<file path="config.mk">
export PLATFORM = sky130hd
export DESIGN_NAME = pr_region_sequencer
export DESIGN_NICKNAME = d
export VERILOG_FILES = /design/src/rtl/pr_seq_pkg.sv /design/src/rtl/pr_seq_timer.sv /design/src/rtl/pr_region_sequencer.sv
export SDC_FILE = /design/constraint.sdc
export NUM_CORES = 1
export LEC_CHECK = 0
export CAP_MARGIN = 0
export CORE_MARGIN = 5
export CORE_UTILIZATION = 45
export CTS_CLUSTER_SIZE = 30
export DETAILED_ROUTE_END_ITERATION = 8
export PLACE_DENSITY_LB_ADDON = 0.2
export SETUP_SLACK_MARGIN = 0.1
export SLEW_MARGIN = 10
export SYNTH_ARGS = -nofsm -noshare
export SYNTH_HDL_FRONTEND = slang
export SYNTH_SLANG_ARGS = --single-unit
</file>
<file path="constraint.sdc">
create_clock -name clk -period 2.5 [get_ports clk]
set_input_delay 0.25 -clock clk [delete_from_list [all_inputs] [get_ports clk]]
set_output_delay 0.25 -clock clk [all_outputs]
set_load 0.01 [all_outputs]
</file>
<file path="src/rtl/pr_seq_pkg.sv">
// pr_seq_pkg: shared constants for the PR region sequencer.
// States, register offsets and STATUS bit positions.
package pr_seq_pkg;

    localparam int NREGIONS = 8;

    typedef logic [2:0] state_t;

    localparam state_t ST_IDLE     = 3'd0;
    localparam state_t ST_DISABLE  = 3'd1;
    localparam state_t ST_DRAIN    = 3'd2;
    localparam state_t ST_FREEZE   = 3'd3;
    localparam state_t ST_PR       = 3'd4;
    localparam state_t ST_UNFREEZE = 3'd5;
    localparam state_t ST_ENABLE   = 3'd6;

    localparam logic [1:0] REG_REQ     = 2'd0;
    localparam logic [1:0] REG_STATUS  = 2'd1;
    localparam logic [1:0] REG_ENABLE  = 2'd2;
    localparam logic [1:0] REG_TIMEOUT = 2'd3;

    localparam int SB_BUSY    = 0;
    localparam int SB_REGION  = 1;
    localparam int SB_STATE   = 4;
    localparam int SB_DONE    = 7;
    localparam int SB_ERROR   = 8;
    localparam int SB_REJECT  = 9;
    localparam int SB_TIMEOUT = 10;

    function automatic logic [NREGIONS-1:0] region_mask(
        input logic [2:0] r
    );
        return 8'b1 << r;
    endfunction

endpackage

</file>
<file path="src/rtl/pr_seq_timer.sv">
// pr_seq_timer: loadable 16-bit down-counter with zero flag.
// Shared by settle delays and the drain timeout.
module pr_seq_timer (
    input  logic        clk,
    input  logic        reset_n,
    input  logic        load,
    input  logic [15:0] load_val,
    output logic        zero
);

    logic [15:0] cnt;

    // load has priority; otherwise count down and stop at zero
    always_ff @(posedge clk or negedge reset_n) begin
        if (!reset_n) begin
            cnt <= 16'd0;
        end else if (load) begin
            cnt <= load_val;
        end else if (cnt != 16'd0) begin
            cnt <= cnt - 16'd1;
        end
    end

    assign zero = (cnt == 16'd0);

endmodule

</file>
<file path="src/rtl/pr_region_sequencer.sv">
// pr_region_sequencer: disable/drain/freeze/PR/unfreeze sequencer.
// Optional drain timeout: define PRSEQ_DRAIN_TIMEOUT_EN.
module pr_region_sequencer
    import pr_seq_pkg::*;
#(
    parameter logic [7:0] REGIONDEFAULT = 8'b00000011,
    parameter int         FREEZE_CYCLES = 4
) (
    input  logic        clk,
    input  logic        reset_n,
    input  logic [1:0]  avs_seq_address,
    input  logic        avs_seq_write,
    input  logic        avs_seq_read,
    input  logic [31:0] avs_seq_writedata,
    output logic [31:0] avs_seq_readdata,
    input  logic [7:0]  coe_region_idle,
    input  logic        coe_pr_done,
    input  logic        coe_pr_error,
    output logic        coe_pr_start,
    output logic [2:0]  coe_pr_region,
    output logic [7:0]  coe_region_enable,
    output logic [7:0]  coe_region_freeze
);

    localparam logic [15:0] SETTLE = 16'(FREEZE_CYCLES - 1);

    state_t      state, nxt;
    logic [2:0]  region;
    logic [7:0]  en, en_nxt, fr, mask;
    logic        pr_start, err_path;
    logic        done_f, err_f, rej_f, tmo_f;
    logic        busy, idle_r, pr_end, abort;
    logic        wr_req, wr_stat, wr_en, accept;
    logic        t_load, t_zero;
    logic [15:0] t_val;
    logic [31:0] status;
    logic        unused_wdata;

    assign busy    = (state != ST_IDLE);
    assign mask    = region_mask(region);
    assign idle_r  = coe_region_idle[region];
    assign pr_end  = coe_pr_done | coe_pr_error;
    assign wr_req  = avs_seq_write & (avs_seq_address == REG_REQ);
    assign wr_stat = avs_seq_write & (avs_seq_address == REG_STATUS);
    assign wr_en   = avs_seq_write & (avs_seq_address == REG_ENABLE);
    assign accept  = wr_req & ~busy & avs_seq_writedata[8];
    assign unused_wdata = ^avs_seq_writedata[31:9];

`ifdef PRSEQ_DRAIN_TIMEOUT_EN
    logic [15:0] tmo_lim;
    logic        wr_tmo;

    assign wr_tmo = avs_seq_write & (avs_seq_address == REG_TIMEOUT);

    // drain limit, only changeable while idle
    always_ff @(posedge clk or negedge reset_n) begin
        if (!reset_n) begin
            tmo_lim <= 16'hFFFF;
        end else if (wr_tmo && !busy) begin
            tmo_lim <= avs_seq_writedata[15:0];
        end
    end

    // load L-1 so zero marks the L-th drain cycle; 0 aborts at once
    assign t_val = (state == ST_DISABLE) ?
                   ((tmo_lim == 16'd0) ? 16'd0 : tmo_lim - 16'd1) :
                   SETTLE;
`else
    assign t_val = SETTLE;
`endif

    assign t_load = (state == ST_DISABLE) |
                    ((state == ST_DRAIN) & idle_r) |
                    ((state == ST_PR) & pr_end);

    pr_seq_timer u_timer (
        .clk      (clk),
        .reset_n  (reset_n),
        .load     (t_load),
        .load_val (t_val),
        .zero     (t_zero)
    );

    // next-state decode
    always_comb begin
        nxt   = state;
        abort = 1'b0;
        case (state)
            ST_IDLE:     if (accept) nxt = ST_DISABLE;
            ST_DISABLE:  nxt = ST_DRAIN;
            ST_DRAIN: begin
                if (idle_r) begin
                    nxt = ST_FREEZE;
`ifdef PRSEQ_DRAIN_TIMEOUT_EN
                end else if (t_zero) begin
                    nxt   = ST_IDLE;
                    abort = 1'b1;
`endif
                end
            end
            ST_FREEZE:   if (t_zero) nxt = ST_PR;
            ST_PR:       if (pr_end) nxt = ST_UNFREEZE;
            ST_UNFREEZE: if (t_zero) nxt = err_path ? ST_IDLE : ST_ENABLE;
            ST_ENABLE:   nxt = ST_IDLE;
            default:     nxt = ST_IDLE;
        endcase
    end

    // enable vector: software write with active bit masked, then FSM
    always_comb begin
        en_nxt = en;
        if (wr_en) begin
            en_nxt = busy ? ((avs_seq_writedata[7:0] & ~mask) | (en & mask))
                          : avs_seq_writedata[7:0];
        end
        if (accept) begin
            en_nxt = en_nxt & ~region_mask(avs_seq_writedata[2:0]);
        end
        if (abort || (state == ST_UNFREEZE && nxt == ST_ENABLE)) begin
            en_nxt = en_nxt | mask;
        end
    end

    // FSM state, region, freeze, start pulse and sticky flags
    always_ff @(posedge clk or negedge reset_n) begin
        if (!reset_n) begin
            state    <= ST_IDLE;
            region   <= 3'd0;
            en       <= REGIONDEFAULT;
            fr       <= 8'd0;
            pr_start <= 1'b0;
            err_path <= 1'b0;
            done_f   <= 1'b0;
            err_f    <= 1'b0;
            rej_f    <= 1'b0;
            tmo_f    <= 1'b0;
        end else begin
            state    <= nxt;
            en       <= en_nxt;
            pr_start <= (state == ST_FREEZE) && t_zero;
            if (accept) begin
                region   <= avs_seq_writedata[2:0];
                err_path <= 1'b0;
            end
            if (state == ST_DRAIN && idle_r) fr <= fr | mask;
            if (state == ST_PR && pr_end) begin
                fr <= fr & ~mask;
                if (coe_pr_error) err_path <= 1'b1;
            end
            if (wr_stat) begin
                done_f <= 1'b0;
                err_f  <= 1'b0;
                rej_f  <= 1'b0;
                tmo_f  <= 1'b0;
            end
            if (state == ST_UNFREEZE && nxt == ST_ENABLE) done_f <= 1'b1;
            if (state == ST_PR && coe_pr_error) err_f <= 1'b1;
            if (wr_req && !accept) rej_f <= 1'b1;
            if (abort) tmo_f <= 1'b1;
        end
    end

    always_comb begin
        status = 32'd0;
        status[SB_BUSY]              = busy;
        status[SB_REGION +: 3]       = region;
        status[SB_STATE +: 3]        = state;
        status[SB_DONE]              = done_f;
        status[SB_ERROR]             = err_f;
        status[SB_REJECT]            = rej_f;
        status[SB_TIMEOUT]           = tmo_f;
    end

    // zero-wait-state read mux
    always_comb begin
        avs_seq_readdata = 32'd0;
        if (avs_seq_read) begin
            unique case (1'b1)
                (avs_seq_address == REG_REQ):
                    avs_seq_readdata = 32'd0;
                (avs_seq_address == REG_STATUS):
                    avs_seq_readdata = status;
                (avs_seq_address == REG_ENABLE):
                    avs_seq_readdata = {24'd0, en};
                (avs_seq_address == REG_TIMEOUT):
`ifdef PRSEQ_DRAIN_TIMEOUT_EN
                    avs_seq_readdata = {16'd0, tmo_lim};
`else
                    avs_seq_readdata = 32'd0;
`endif
            endcase
        end
    end

    assign coe_pr_start      = pr_start;
    assign coe_pr_region     = region;
    assign coe_region_enable = en;
    assign coe_region_freeze = fr;

endmodule

</file>
# Word level (Yosys, flattened, before mapping)

Cells that the tools add are included.

Register bits after elaboration: 43
Input port bits: 48
Output and inout port bits: 52
Logic and storage cells: 87

Add/subtract/negate cells: 1
Order comparisons: 1
Eq/ne operators: 9
Shifts and indexed selects: 2
Multiplexer cells: 26
Bitwise logic cells: 20
Reductions and logical operators: 18

Operators by type and width:

| operator                                             | number |
|---|---|
| case mux 32 bit (3 select lines)                     | 1 |
| 2-to-1 mux 8 bit                                     | 6 |
| bitwise AND 8 bit                                    | 4 |
| 2-to-1 mux 16 bit                                    | 2 |
| 2-to-1 mux 32 bit                                    | 1 |
| OR 8 bit                                             | 3 |
| 2-to-1 mux 3 bit                                     | 6 |
| case mux 3 bit (6 select lines)                      | 1 |
| logical NOT 16 bit                                   | 1 |
| NOT 8 bit                                            | 2 |
| nonzero test 16 bit                                  | 1 |
| << shifter 1 x 3 -> 8 bit (first input constant)     | 2 |
| subtractor 16 x 1 -> 16 bit (second input constant)  | 1 |
| nonzero test 2 bit                                   | 5 |
| equality test 3 bit (second input constant)          | 3 |
| 2-to-1 mux 1 bit                                     | 8 |
| bitwise AND 1 bit                                    | 7 |
| equality test 3 x 2 -> 1 bit (second input constant) | 2 |
| logical AND 1 bit                                    | 6 |
| equality test 2 bit (second input constant)          | 2 |
| < comparator 3 x 4 -> 1 bit (second input constant)  | 1 |
| binary-select mux 1 bit (select 3 bit)               | 1 |
| equality test 3 x 1 -> 1 bit (second input constant) | 1 |
| logical NOT 3 bit                                    | 1 |
| 7 further kinds                                      | 9 |

# Longest topological paths before layout

Depth in word-level cells: 10
Mapped depth: 8
Depth with buffers taken out: 7

# Cells and area by module

A second synthesis with hierarchy kept.

Cell total of the unflattened synthesis: 301
Area, all modules: 2750.1 um^2

Modules (own cells, without submodules):

| module              | instances | cells an instance | area each (um^2) | sequential area each (um^2) |
|---|---|---|---|---|
| pr_region_sequencer | 1         | 194               | 1750.4           | 678.2 |
| pr_seq_timer        | 1         | 107               | 999.7            | 400.4 |

# Worst setup path before layout

Ideal clock, no wire load.

Path kind: register -> register
Start: register u_timer.cnt[0]
End: register en[0] (netlist: coe_region_enable[0])
Data arrival time: 1.940 ns
Setup slack: 0.463 ns
Cell stages (with the launch flop): 8
Path buffers: 1
Clock period less this slack: 2.037 ns
Cells stage by stage: dfrtp_1 inv_1 ha_1 nor3b_4 nand4_4 or4b_4 buf_6 o41ai_2

Word-level cells in the longest chain between the ends: 6
Elaborated cells on any way between the ends: 7
Those cells by class: eq/ne: 1; mux: 4; reduce/logical: 2

Ends and longest elaborated chain:

| element                             | line                                                   | text |
|---|---|---|
| start, declared                     | pr_seq_timer.sv:11                                     | `logic [15:0] cnt;` |
| start signal, assigned              | pr_seq_timer.sv:18                                     | `cnt <= load_val;` |
| start signal, assigned              | pr_seq_timer.sv:20                                     | `cnt <= cnt - 16'd1;` |
| logical NOT 16 bit *                | pr_seq_timer.sv:24                                     | `assign zero = (cnt == 16'd0);` |
| 2-to-1 mux 3 bit (on tied branches) | pr_region_sequencer.sv:103, pr_region_sequencer.sv:101 |  |
| case mux 3 bit (6 select lines) *   | pr_region_sequencer.sv:88                              | `case (state)` |
| equality test 3 bit *               | pr_region_sequencer.sv:119                             | `if (abort \|\| (state == ST_UNFREEZE && nxt == ST_ENABLE)) begin` |
| logical AND 1 bit *                 | pr_region_sequencer.sv:119                             |  |
| 2-to-1 mux 8 bit *                  | pr_region_sequencer.sv:119                             |  |
| net en_nxt[0]                       | pr_region_sequencer.sv:29                              | `logic [7:0] en, en_nxt, fr, mask;` |
| end signal, assigned                | pr_region_sequencer.sv:139                             | `en <= en_nxt;` |
| end, declared                       | pr_region_sequencer.sv:29                              |  |

The timed path passes the listed nets; every way through them passes the cells marked *.
A chain may end at the register's enable or synchronous reset.

# Final worst setup path

Start: register region[0] (netlist: coe_pr_region[0])
End: output port avs_seq_readdata[1]

Word-level cells in the longest chain between the ends: 2

Ends and longest elaborated chain:

| element                          | line                       | text |
|---|---|---|
| start, declared                  | pr_region_sequencer.sv:28  | `logic [2:0] region;` |
| start signal, assigned           | pr_region_sequencer.sv:142 | `region <= avs_seq_writedata[2:0];` |
| case mux 32 bit (3 select lines) | pr_region_sequencer.sv:178 | `unique case (1'b1)` |
| 2-to-1 mux 32 bit                | pr_region_sequencer.sv:177 | `if (avs_seq_read) begin` |
| end, declared                    | pr_region_sequencer.sv:15  | `output logic [31:0] avs_seq_readdata,` |

Every way passes these cells. The select of a mux whose other input is x is not followed.

==> results.md <==
* Crit. path cell count at 5
* Initial antenna violation count at 0
* Clock Skews at 0.00914 ns
* Die X at 87.3 um
* Reg area at 1080 um2
* Count of final hold-check violations at 0
* RSZ-0062 raised after global routing: no
* IR drop worst, VDD at 572 uV
* Crit Path Class: register to output pin
* Largest net degree at the start of global routing at 44
* YS warnings at 0
* Total CTS buffers at 5
* Fillers at 540
* Worst slew pin tran at 0.970 ns
* Crit-path leading delay family: buffers and inverters
* CTS max path bufs at 2
* Min Tclk post-route at 2.24 ns
* Tot GR Track Use at 0.182
* Yosys cell types at 56
* DP Area at 3290 um2
* Syn-to-layout area delta at 26.8%
* CTS H-tree depth at 2
* PD cells at 904 nW/um2
* Main synth FF type: dfrtp_1
* Worst slew margin at 0.353
* Async set-or-reset flop fraction in the synthesized netlist at 1.00
* # rows at 28
* Synth Cell Area at 2690 um2
* Register area share after synthesis at 0.401
* Residual DRC at 0
* CP Launch Type: register
* Period utilization at 0.895
* Initial drt markers at 137
* Syn Inst Count at 281
* Largest stage delay, worst path at 0.55 ns
* Crit path required time at 2.25 ns
* Buffers plus inverters on the worst setup path at 3
* Final HPWL DP at 5.00 mm
* Wire per inst at 16.0 um
* DIE AREA at 7620 um2
* Routed WL at 6.72 mm
* Clock root cell: clkbuf_8
* First-pass GRT wire length at 10.8 mm
* Mean post-synth cell area at 9.56 um2
* First drt pass iteration count at 4
* Clk slew on worst S/H paths at 0.09 ns
* I/O pin count at 100
* Fmax at 447 MHz
* # nets final at 393
* # setup viols final at 0
* Max-slew violation count at 0
* Die Y at 87.3 um
* R2R cell count at 7
* Total Neg Setup Slack at 0 ns
* CP max-delay cell: dfrtp_1
* EDFF count, synth at 0
* P_leak at 1.42 nW
* Core area at 5850 um2
* Initial Utilization at 0.459
* Worst path most repeated cell: buf_4
* Final GP Congestion at 0.810
* Number of port buffers at 54
* Fraction of layout cells with a size suffix above 1 at 0.125
* Critical-path maximum fanout at 10
* Critical path arrival at 1.99 ns
* Cell accounting for the most synthesized area: dfrtp_1
* DR vias at 2327
* Run status: finished clean
* Synth top area share at 0.382
* Antenna cell count at 0
* Area of the multi-input gates at 1460 um2
* Max Cap Violations at 0
* Design area at 3410 um2
* Critical Path End Type: output pin
* CTS tree: yes
* Detail Route Antenna Nets at 0
* CTS Sinks at 43
* Hold/Removal Path Class: input port to asynchronous set/reset pin
* Top cells by area, synth: dfrtp_1 38%, buf_4 6.1%, a21oi_1 4.7%, nor2b_1 3.3%, nor2_1 2.8%
* Remaining Overflow, GRT at 0
* #FFs+latches synth at 43
* Vias per cell at 5.54
* Crit path cell chain: buf_4 -> buf_4 -> a22oi_1 -> nor2b_1 -> clkdlybuf4s50_1
* Vias in the first global route at 2202
* Clk Latency, worst-skew pair at 0.30 ns
==> layout make-up <==
type / instances / area share
multi-input cells: 222 / 0.429
flip-flops and latches: 43 / 0.316
repair buffers: 68 / 0.188
well taps: 75 / 0.0275
clock buffers: 6 / 0.0242
clock inverters: 2 / 0.0103
inverters: 4 / 0.00441
==> metal layers <==
metal | part of all wire | vias to the layer above | track usage
li1 | - | 1110 | -
met1 | 0.43 | 1142 | 0.258
met2 | 0.47 | 69 | 0.274
met3 | 0.082 | 6 | 0.0341
met4 | 0.013 | 0 | 0.0683
met5 | 0 | - | 0
==> synth_stat cells (all sizes together), types with 2 or more instances <==
master,instances
o31ai,5
dfstp,2
nor3,9
nand3,7
and3,5
a31oi,8
nor2b,14
a22oi,8
a21o,2
o21ai,9
dfrtp,41
or4b,2
o41ai,2
nor4,7
inv,4
nand4,3
nor2,20
buf,24
nand2,18
mux2,8
nand2b,7
xnor2,7
mux2i,7
a21oi,25
or4,4
or3,2
o22a,2
clkbuf,9
nor3b,4
==> cells by family after synthesis <==
group	synth area share
multiplexers	0.0596
AND/OR/NAND/NOR	0.251
adder cells (fa/ha/maj)	0.00465
flip-flops	0.401
XOR/XNOR	0.0261
buffers and inverters	0.0857
AO/OA/AOI/OAI	0.170
other	0.00140
==> path summary, 6_finish.rpt <==
kind / start / end / slack [ns]
min: reset_n / coe_pr_region[0]$_DFFE_PN0P_ / 0.11
min in group clk: err_f$_DFFE_PN0P_ / err_f$_DFFE_PN0P_ / 0.48
max in group asynchronous: reset_n / state[0]$_DFF_PN0_ / 1.79
max reg2reg: u_timer.cnt[0]$_DFFE_PN0P_ / coe_region_enable[2]$_DFF_PN0_ / 0.32
max: coe_pr_region[0]$_DFFE_PN0P_ / avs_seq_readdata[1] / 0.26
min reg2reg: err_f$_DFFE_PN0P_ / err_f$_DFFE_PN0P_ / 0.48
==> worst reg2reg max path: stages (launching register included) <==
cell and delay, ns:
dfrtp_1 0.40, inv_1 0.09, ha_1 0.20, nor3b_4 0.39, nand4_4 0.13, or4b_4 0.63
nand2b_1 0.18, o21ai_1 0.09
==> cell usage in the layout (no fill, tap or decap), types with 2 or more instances in the layout <==
master,n
nor3_2,2
nor2_1,20
mux2_1,3
o21ai_1,6
nand3_1,7
nand4_1,2
buf_4,14
dfstp_2,2
clkbuf_8,6
xnor2_1,7
a21o_1,2
conb_1,22
mux2_2,5
nor4_4,3
nor2b_1,14
mux2i_1,7
or4_1,4
clkdlybuf4s50_1,53
nor3b_1,3
a31oi_1,8
inv_1,4
nor4_1,4
nor3_1,7
a22oi_1,8
o22a_1,2
nand2_1,18
and3_1,5
nand2b_1,7
o31ai_1,4
o21ai_0,3
a21oi_1,25
dfrtp_1,41
==> metrics by stage <==
step | cells | total power (W) | worst slack (ns) | util | hold slack (ns)
CTS | 420 | 0.00310 | 0.133 | 0.582 | 0.143
floorplan | 302 | 0.00206 | 0.463 | - | -0.0456
finish | 420 | 0.00308 | 0.263 | 0.583 | 0.105
global route | 420 | 0.00330 | 0.138 | 0.583 | 0.188
global placement | 412 | 0.00249 | 0.262 | 0.562 | 0.464
detailed placement | 412 | 0.00252 | 0.259 | 0.562 | 0.463
==> report_power, final <==
group          switching [W]  internal (W)  total [W]
clock               0.000248      0.000323   0.000571
sequential          0.000245      0.000898    0.00114
combinational       0.000708      0.000658    0.00137
total                0.00120       0.00188    0.00308
==> what timing repair did <==
action / CTS / global route
resized for setup: 0 / 1
hold buffers: 0 / 0
hold endpoints to repair: 0 / 0
setup endpoints to repair: 0 / 1
buffers inserted: 0 / 0
Power figures use the tool's default switching activity.
